$ cat config.mk
export PLATFORM = sky130hd
export DESIGN_NAME = mult_div_unit
export DESIGN_NICKNAME = d
export VERILOG_FILES = /design/src/rtl/mult_div_unit_pkg.sv /design/src/rtl/md_iter_core.sv /design/src/rtl/mult_div_unit.sv
export SDC_FILE = /design/constraint.sdc
export NUM_CORES = 1
export LEC_CHECK = 0
export CAP_MARGIN = 20
export CORE_ASPECT_RATIO = 0.5
export CORE_MARGIN = 2
export CORE_UTILIZATION = 55
export DETAILED_ROUTE_END_ITERATION = 10
export PLACE_DENSITY = 0.85
export SYNTH_ARGS = -nofsm -noshare
export SYNTH_HDL_FRONTEND = slang
export SYNTH_SLANG_ARGS = --single-unit
$ cat constraint.sdc
create_clock -name iClk -period 5.9 [get_ports iClk]
set_clock_uncertainty 0.15 [all_clocks]
set_input_delay 1.18 -clock iClk [delete_from_list [all_inputs] [get_ports iClk]]
set_output_delay 1.18 -clock iClk [all_outputs]
set_load 0.005 [all_outputs]
$ cat src/rtl/mult_div_unit_pkg.sv
// Shared ALU opcode definitions plus the multiply/divide unit's state
// encoding, iteration count and small arithmetic helpers.
package mult_div_unit_pkg;

  // ALU control codes shared with the ALU control decoder.
  localparam logic [3:0] OPMULT = 4'b1010;
  localparam logic [3:0] OPDIV  = 4'b1011;
  localparam logic [3:0] OPMFHI = 4'b1100;
  localparam logic [3:0] OPMFLO = 4'b1101;

  // One radix-2 step per bit of a 32-bit operand.
  localparam int         ITER_COUNT = 32;
  localparam logic [4:0] ITER_LAST  = 5'(ITER_COUNT - 1);

  typedef enum logic [1:0] {
    S_IDLE   = 2'b00,
    S_RUN    = 2'b01,
    S_FINISH = 2'b10
  } md_state_e;

  // Unsigned magnitude of a two's complement word; |-2^31| = 2^31 still fits.
  function automatic logic [31:0] mag32(input logic [31:0] v);
    if (v[31]) begin
      return ~v + 32'd1;
    end else begin
      return v;
    end
  endfunction

  // Conditional two's complement negation.
  function automatic logic [31:0] cneg32(input logic neg, input logic [31:0] v);
    if (neg) begin
      return ~v + 32'd1;
    end else begin
      return v;
    end
  endfunction

endpackage

$ cat src/rtl/md_iter_core.sv
// 64-bit shift/accumulate datapath: unsigned shift-add multiply or
// restoring divide, one bit per step. Upper half ends as product-high or
// remainder, lower half as product-low or quotient.
module md_iter_core
  import mult_div_unit_pkg::*;
(
  input  logic        clk,
  input  logic        rst_n,
  input  logic        load,
  input  logic        step,
  input  logic        is_div,
  input  logic [31:0] load_lo,
  input  logic [31:0] load_opnd,
  output logic [63:0] acc
);

  logic [63:0] acc_r;
  logic [63:0] acc_nx_s;
  logic [31:0] opnd_r;
  logic [32:0] sum_s;
  logic [32:0] trial_s;

  // Next accumulator value for one multiply or divide iteration.
  always_comb begin
    sum_s   = {1'b0, acc_r[63:32]} + (acc_r[0] ? {1'b0, opnd_r} : 33'd0);
    trial_s = acc_r[63:31] - {1'b0, opnd_r};
    if (is_div) begin
      if (trial_s[32]) begin
        acc_nx_s = {acc_r[62:0], 1'b0};
      end else begin
        acc_nx_s = {trial_s[31:0], acc_r[30:0], 1'b1};
      end
    end else begin
      acc_nx_s = {sum_s, acc_r[31:1]};
    end
  end

  // Accumulator and fixed operand registers.
  always_ff @(posedge clk or negedge rst_n) begin
    if (!rst_n) begin
      acc_r  <= 64'd0;
      opnd_r <= 32'd0;
    end else if (load) begin
      acc_r  <= {32'd0, load_lo};
      opnd_r <= load_opnd;
    end else if (step) begin
      acc_r  <= acc_nx_s;
    end else begin
      acc_r  <= acc_r;
    end
  end

  assign acc = acc_r;

endmodule

$ cat src/rtl/mult_div_unit.sv
// Multi-cycle signed MULT/DIV unit with architectural HI/LO registers,
// zero-latency MFHI/MFLO reads and a pipeline stall/kill interface.
module mult_div_unit
  import mult_div_unit_pkg::*;
(
  input  logic        iClk,
  input  logic        iReset_n,
  input  logic        iStart,
  input  logic [3:0]  iControlSignal,
  input  logic [31:0] iA,
  input  logic [31:0] iB,
  input  logic        iKill,
  output logic [31:0] oResult,
  output logic        oStall,
  output logic        oBusy,
  output logic        oDone,
  output logic [31:0] oHI,
  output logic [31:0] oLO
);

  md_state_e   state_r, state_nx;
  logic [4:0]  cnt_r;
  logic        op_div_r, neg_lo_r, neg_hi_r, div_zero_r;
  logic [31:0] hi_r, lo_r;
  logic        accept_s, step_s, write_s;
  logic        is_muldiv_s, is_mf_s, busy_s;
  logic [63:0] acc_s, prod_s;
  logic [31:0] fin_hi_s, fin_lo_s;
  logic [31:0] load_lo_s, load_opnd_s;

  assign is_muldiv_s = (iControlSignal == OPMULT) || (iControlSignal == OPDIV);
  assign is_mf_s     = (iControlSignal == OPMFHI) || (iControlSignal == OPMFLO);
  assign busy_s      = (state_r != S_IDLE);

  // Divide iterates over the dividend, multiply over the multiplier (rt).
  assign load_lo_s   = (iControlSignal == OPDIV) ? mag32(iA) : mag32(iB);
  assign load_opnd_s = (iControlSignal == OPDIV) ? mag32(iB) : mag32(iA);

  md_iter_core u_core (
    .clk       (iClk),
    .rst_n     (iReset_n),
    .load      (accept_s),
    .step      (step_s),
    .is_div    (op_div_r),
    .load_lo   (load_lo_s),
    .load_opnd (load_opnd_s),
    .acc       (acc_s)
  );

  // Next state and control strobes; kill beats both issue and write-back.
  always_comb begin
    state_nx = state_r;
    accept_s = 1'b0;
    step_s   = 1'b0;
    write_s  = 1'b0;
    case (state_r)
      S_IDLE: begin
        if (iKill) begin
          state_nx = S_IDLE;
        end else if (iStart && is_muldiv_s) begin
          accept_s = 1'b1;
          state_nx = S_RUN;
        end else begin
          state_nx = S_IDLE;
        end
      end
      S_RUN: begin
        if (iKill) begin
          state_nx = S_IDLE;
        end else begin
          step_s = 1'b1;
          if (cnt_r == ITER_LAST) begin
            state_nx = S_FINISH;
          end else begin
            state_nx = S_RUN;
          end
        end
      end
      S_FINISH: begin
        if (iKill) begin
          state_nx = S_IDLE;
        end else begin
          write_s  = 1'b1;
          state_nx = S_IDLE;
        end
      end
      default: state_nx = S_IDLE;
    endcase
  end

  // Sign correction of the unsigned core result; div-by-zero forces LO to all ones.
  always_comb begin
    prod_s = neg_lo_r ? (~acc_s + 64'd1) : acc_s;
    if (op_div_r) begin
      fin_hi_s = cneg32(neg_hi_r, acc_s[63:32]);
      if (div_zero_r) begin
        fin_lo_s = 32'hFFFF_FFFF;
      end else begin
        fin_lo_s = cneg32(neg_lo_r, acc_s[31:0]);
      end
    end else begin
      fin_hi_s = prod_s[63:32];
      fin_lo_s = prod_s[31:0];
    end
  end

  // State register.
  always_ff @(posedge iClk or negedge iReset_n) begin
    if (!iReset_n) begin
      state_r <= S_IDLE;
    end else begin
      state_r <= state_nx;
    end
  end

  // Iteration counter and operation attributes captured at issue.
  always_ff @(posedge iClk or negedge iReset_n) begin
    if (!iReset_n) begin
      cnt_r      <= 5'd0;
      op_div_r   <= 1'b0;
      neg_lo_r   <= 1'b0;
      neg_hi_r   <= 1'b0;
      div_zero_r <= 1'b0;
    end else if (accept_s) begin
      cnt_r      <= 5'd0;
      op_div_r   <= (iControlSignal == OPDIV);
      neg_lo_r   <= iA[31] ^ iB[31];
      neg_hi_r   <= iA[31];
      div_zero_r <= (iB == 32'd0);
    end else if (step_s) begin
      cnt_r      <= cnt_r + 5'd1;
    end else begin
      cnt_r      <= cnt_r;
    end
  end

  // Architectural HI/LO, written only by an unkilled FINISH.
  always_ff @(posedge iClk or negedge iReset_n) begin
    if (!iReset_n) begin
      hi_r <= 32'd0;
      lo_r <= 32'd0;
    end else if (write_s) begin
      hi_r <= fin_hi_s;
      lo_r <= fin_lo_s;
    end else begin
      hi_r <= hi_r;
      lo_r <= lo_r;
    end
  end

  // Read port: only an idle-unit MFHI/MFLO issue drives data.
  always_comb begin
    if (iStart && !busy_s && (iControlSignal == OPMFHI)) begin
      oResult = hi_r;
    end else if (iStart && !busy_s && (iControlSignal == OPMFLO)) begin
      oResult = lo_r;
    end else begin
      oResult = 32'd0;
    end
  end

  assign oStall = iStart && (is_muldiv_s || is_mf_s) && busy_s;
  assign oBusy  = busy_s;
  assign oDone  = write_s;
  assign oHI    = hi_r;
  assign oLO    = lo_r;

endmodule

==> results.txt <==
The number of setup violations in the final report came out at 0. The initial standard-cell utilization of the core came out at approximately 56%. The starting DRC count in detailed routing came out at ~2100. The post-synthesis instance total came out at 1963.

The area of combinational cells with multiple inputs is between 0.01 and 0.015 mm². The cell family contributing the most delay on the critical path is compound AO/OA/AOI/OAI gates. Compared with the post-synthesis result, the final layout area differs by 16.4%. Synthesis inferred about 170 register bits. The slack of the worst reg-to-reg path came out at roughly 1400 ps. Traced cell by cell, the critical path runs through inv_1, ha_1, fa_1, nor2b_1, o31a_1, o2111ai_1, a211oi_1, nor3_4, xor2_4, buf_4, a21oi_1, mux2_2, o21ai_0.

The CTS tree is built. The post-synthesis sequential area ratio is 28.4%. The total negative setup slack came out at 0 ps. The per-instance average area after synthesis is 7.67 µm². The critical path launch point is u_core.acc[31]. The largest single stage delay on the critical path is about 770 ps.

The worst register-to-register path ends at u_core.acc[47]. Synthesis produced a netlist with a net count of approximately 2100. The global placer's final weighted congestion is between 0.9 and 1. CTS placed an instance of clkbuf_16 at the clock tree root. The critical path is of the reg2reg type. The post-CTS clock slew at the launch and capture registers of the worst setup and hold paths came out at approximately 70 ps. The run finished with clean final reports. The first TritonRoute pass finished after 8 iterations. The number of vias after detailed routing came out at between 15000 and 20000. The final number of max-transition violations is 0.

The leakage power is around 7.5 nW. The startpoint type of the worst setup path is a register. The wire length of the first global-routing pass came out at 78.3 mm. The Yosys step of the flow raised 0 warnings. In the routed design, unresolved DRC markers number 0. For this run, the top clock speed supported by timing is 223 MHz. The number of buffers inserted to repair setup after CTS is 0.

The worst hold-check path type is reg2reg. Gates resized during post-CTS repair numbered 0. Following the worst setup path forward leads to its endpoint at u_core.acc[47].

The total overflow left after global routing is 0. The clock tree buffer depth is 2. After synthesis, the netlist uses between 70 and 80 different library cells. The number of global-route vias before repair came out at about 14000. In this run the tightest slew margin relative to its limit is a little under a quarter.

The most used flip-flop cell after synthesis is dfrtp_1. The number of buffers inserted by hold repair at cts is 0. The post-synthesis instance area came out at about 0.015 mm².

The reg-to-reg critical path startpoint is u_core.acc[31]. The via density per instance is between 6 and 7. Net switching is 49.6% of the power. The post-layout minimum cycle time came out at about 4500 ps. The internal power of the cells totals roughly 3.8 mW. Across the whole layout, storage elements account for approximately 0.0043 mm². By area the synthesized netlist is led by dfrtp_1 (28%), o21ai_0 (6.6%), a21oi_1 (6.0%). The count of flip-flops with a built-in enable after synthesis is 0. The initial antenna violation count is 0. The worst hold slack came out at approximately 330 ps. Counting cells, the worst reg-to-reg path comes to 13.

The async set or reset register ratio after synthesis came out at 100%. The area fraction of the dominant cell type after synthesis came out at 28.4%. The buffering stage count on the worst path with inverters included is 2. The number of stages on the worst setup path is 13. The count of antenna diodes in the layout is 0.

The sequential power share is 26.3%. The max-cap check violation count came out at 0. The total of buffers placed on input and output ports came out at 170.

The number of hold violations in the final report came out at 0. The data required time at the worst endpoint is roughly 6000 ps. Detailed placement finished with a half-perimeter wire length of 38.2 mm. The number of CTS-inserted buffers is 17. Setup repair after global routing left no endpoint under its margin.

STA classifies the critical path endpoint as a register. The total track usage came out at approximately a third. The die covers about 0.029 mm².

The proportion of power drawn by combinational gates came out at between 50 and 60%. The count of nets left with antenna violations after detail routing is 0. Power spread over the standard cell area amounts to around 430 mW/mm².

The worst-case IR drop observed on VDD is around 0.24 mV. The detailed-route wire length per cell came out at roughly 21 µm. The synthesized design spends more area on one cell type than any other, namely dfrtp_1. The number of levels in the clock H-tree is 4. For the pin with the worst max-slew slack, the measured transition is between 1000 and 1500 ps. The clock network fraction of total power came out at between 10% and 20%.

The layout cell share with drive strength beyond 1 is under 10%. Of the available clock period, the critical path in the final layout requires between 70% and 80%. The total number of placement rows came out at between 40 and 50. Wires add up to 50.7 mm. In this run the power spent charging and discharging nets is around 3.7 mW.

The die is roughly 120 µm tall. The master of the slowest instance on the critical path is xor2_4. Counting every sink on the clock net gives 171. The latest clock arrival within the worst-skew pair came out at about 460 ps.

The arrival time at the worst endpoint is ~4700 ps. The number of filler cells placed in the layout is between 2000 and 2500. The x dimension of the die came out at approximately 240 µm.

The top-level port count came out at between 150 and 200. The maximum fanout encountered on the critical timing path is 32. The floorplan step defined a core boundary enclosing 0.0267 mm². The maximum number of pins on one net before global-route repair is between 100 and 150. The number of nets in the finished design is between 2000 and 2500.
## layout by cell type (no fill, tap or decap), types with 13 or more instances in the layout
cell type / n
nand3_1: 27
o21ai_0: 200
or3_1: 22
xnor2_1: 90
clkbuf_16: 17
o31ai_1: 22
dfrtp_1: 170
a22oi_1: 17
xor2_1: 82
nor3_1: 37
or4_1: 14
ha_1: 70
nor2_1: 217
o41ai_1: 17
nand2b_1: 22
buf_4: 23
a21o_1: 39
nor2b_1: 13
nand2_1: 230
inv_1: 57
o211ai_1: 36
clkdlybuf4s50_1: 168
a21oi_1: 180
nand4_1: 15
mux2i_1: 78
and3_1: 13
## worst min-delay path by stage
stage                                    to  depth (start not counted)  slack [ps]              start
after floorplan                  div_zero_r                          2         290         div_zero_r
after global placement    u_core.opnd_r[19]                          2         310  u_core.opnd_r[19]
after detailed placement  u_core.opnd_r[19]                          2         320  u_core.opnd_r[19]
after CTS                 u_core.opnd_r[19]                          2         340  u_core.opnd_r[19]
after global routing       u_core.opnd_r[2]                          2         370   u_core.opnd_r[2]
final                     u_core.opnd_r[17]                          2         330  u_core.opnd_r[17]
## tightest hold or removal path: cells and delay by family (launching register included)
kind,cells,cell delay (ps)
flops,1,340
compound gates,1,60
simple gates,1,50
## logic make-up after synthesis
logic type               after synthesis  share of synthesized area [%]
AO/OA/AOI/OAI                        617                           24.9
XOR/XNOR                             173                           10.1
adder cells (fa/ha/maj)               72                           6.08
buffers and inverters                185                           4.69
flip-flops                           171                           28.4
multiplexers                          79                           5.26
AND/OR/NAND/NOR                      666                           20.6
## power groups by stage
stage | clock network [mW] | registers, mW | logic (mW)
4_1_cts | 1.20 | 1.93 | 4.23
6_report | 1.21 | 1.97 | 4.32
2_1_floorplan | 0 | 1.64 | 3.35
3_3_place_gp | 0 | 1.94 | 4.12
3_5_place_dp | 0 | 1.95 | 4.17
5_1_grt | 1.25 | 1.99 | 4.77
## cell type report
type / instances / area share [%]
inverters: 57 / 1.22
clock buffers: 20 / 2.61
multi-input cells: 1607 / 57.7
well taps: 352 / 2.51
flip-flops and latches: 171 / 24.4
repair buffers: 193 / 10.7
clock inverters: 12 / 0.864
## routing by layer
layer | up-vias | GRT usage (%) | wire length [µm]
met3 | 109 | 10.2 | 6520
met4 | 0 | 11.6 | 1280
met5 | - | 0 | 0
met1 | 7319 | 49.1 | 21100
li1 | 7180 | - | -
met2 | 926 | 52.3 | 21800
## per-stage QoR
stage          worst slack (ps)  util, %  cells  power (mW)  instance area, µm²
2_1_floorplan              1990        -   1963        4.98               15100
3_3_place_gp               1230     63.3   2379        6.06               16900
3_5_place_dp               1160     63.3   2379        6.12               16900
4_1_cts                    1540     65.6   2411        7.36               17500
5_1_grt                    1210     65.7   2412        8.01               17500
6_report                   1420     65.7   2412        7.51               17500
## synthesized netlist by cell type, types with 17 or more instances
cell / number
a21oi_1: 181
nor3_1: 37
o21ai_0: 200
o31ai_1: 22
a22oi_1: 17
nand2b_1: 22
a21o_1: 39
mux2i_1: 78
nand3_1: 28
nand2_1: 231
ha_1: 70
or3_1: 22
xnor2_1: 90
xor2_1: 82
o41ai_1: 17
dfrtp_1: 171
nor2_1: 217
inv_1: 57
o211ai_1: 36
clkbuf_1: 107
## flip-flops by register name (all words and copies together) (netlist names), 2 cells and up
name,count
u_core.acc,64
oHI,32
u_core.opnd_r,32
cnt_r,5
oLO,32
state_r,2
Note: power is estimated with default switching activity, not from simulation.
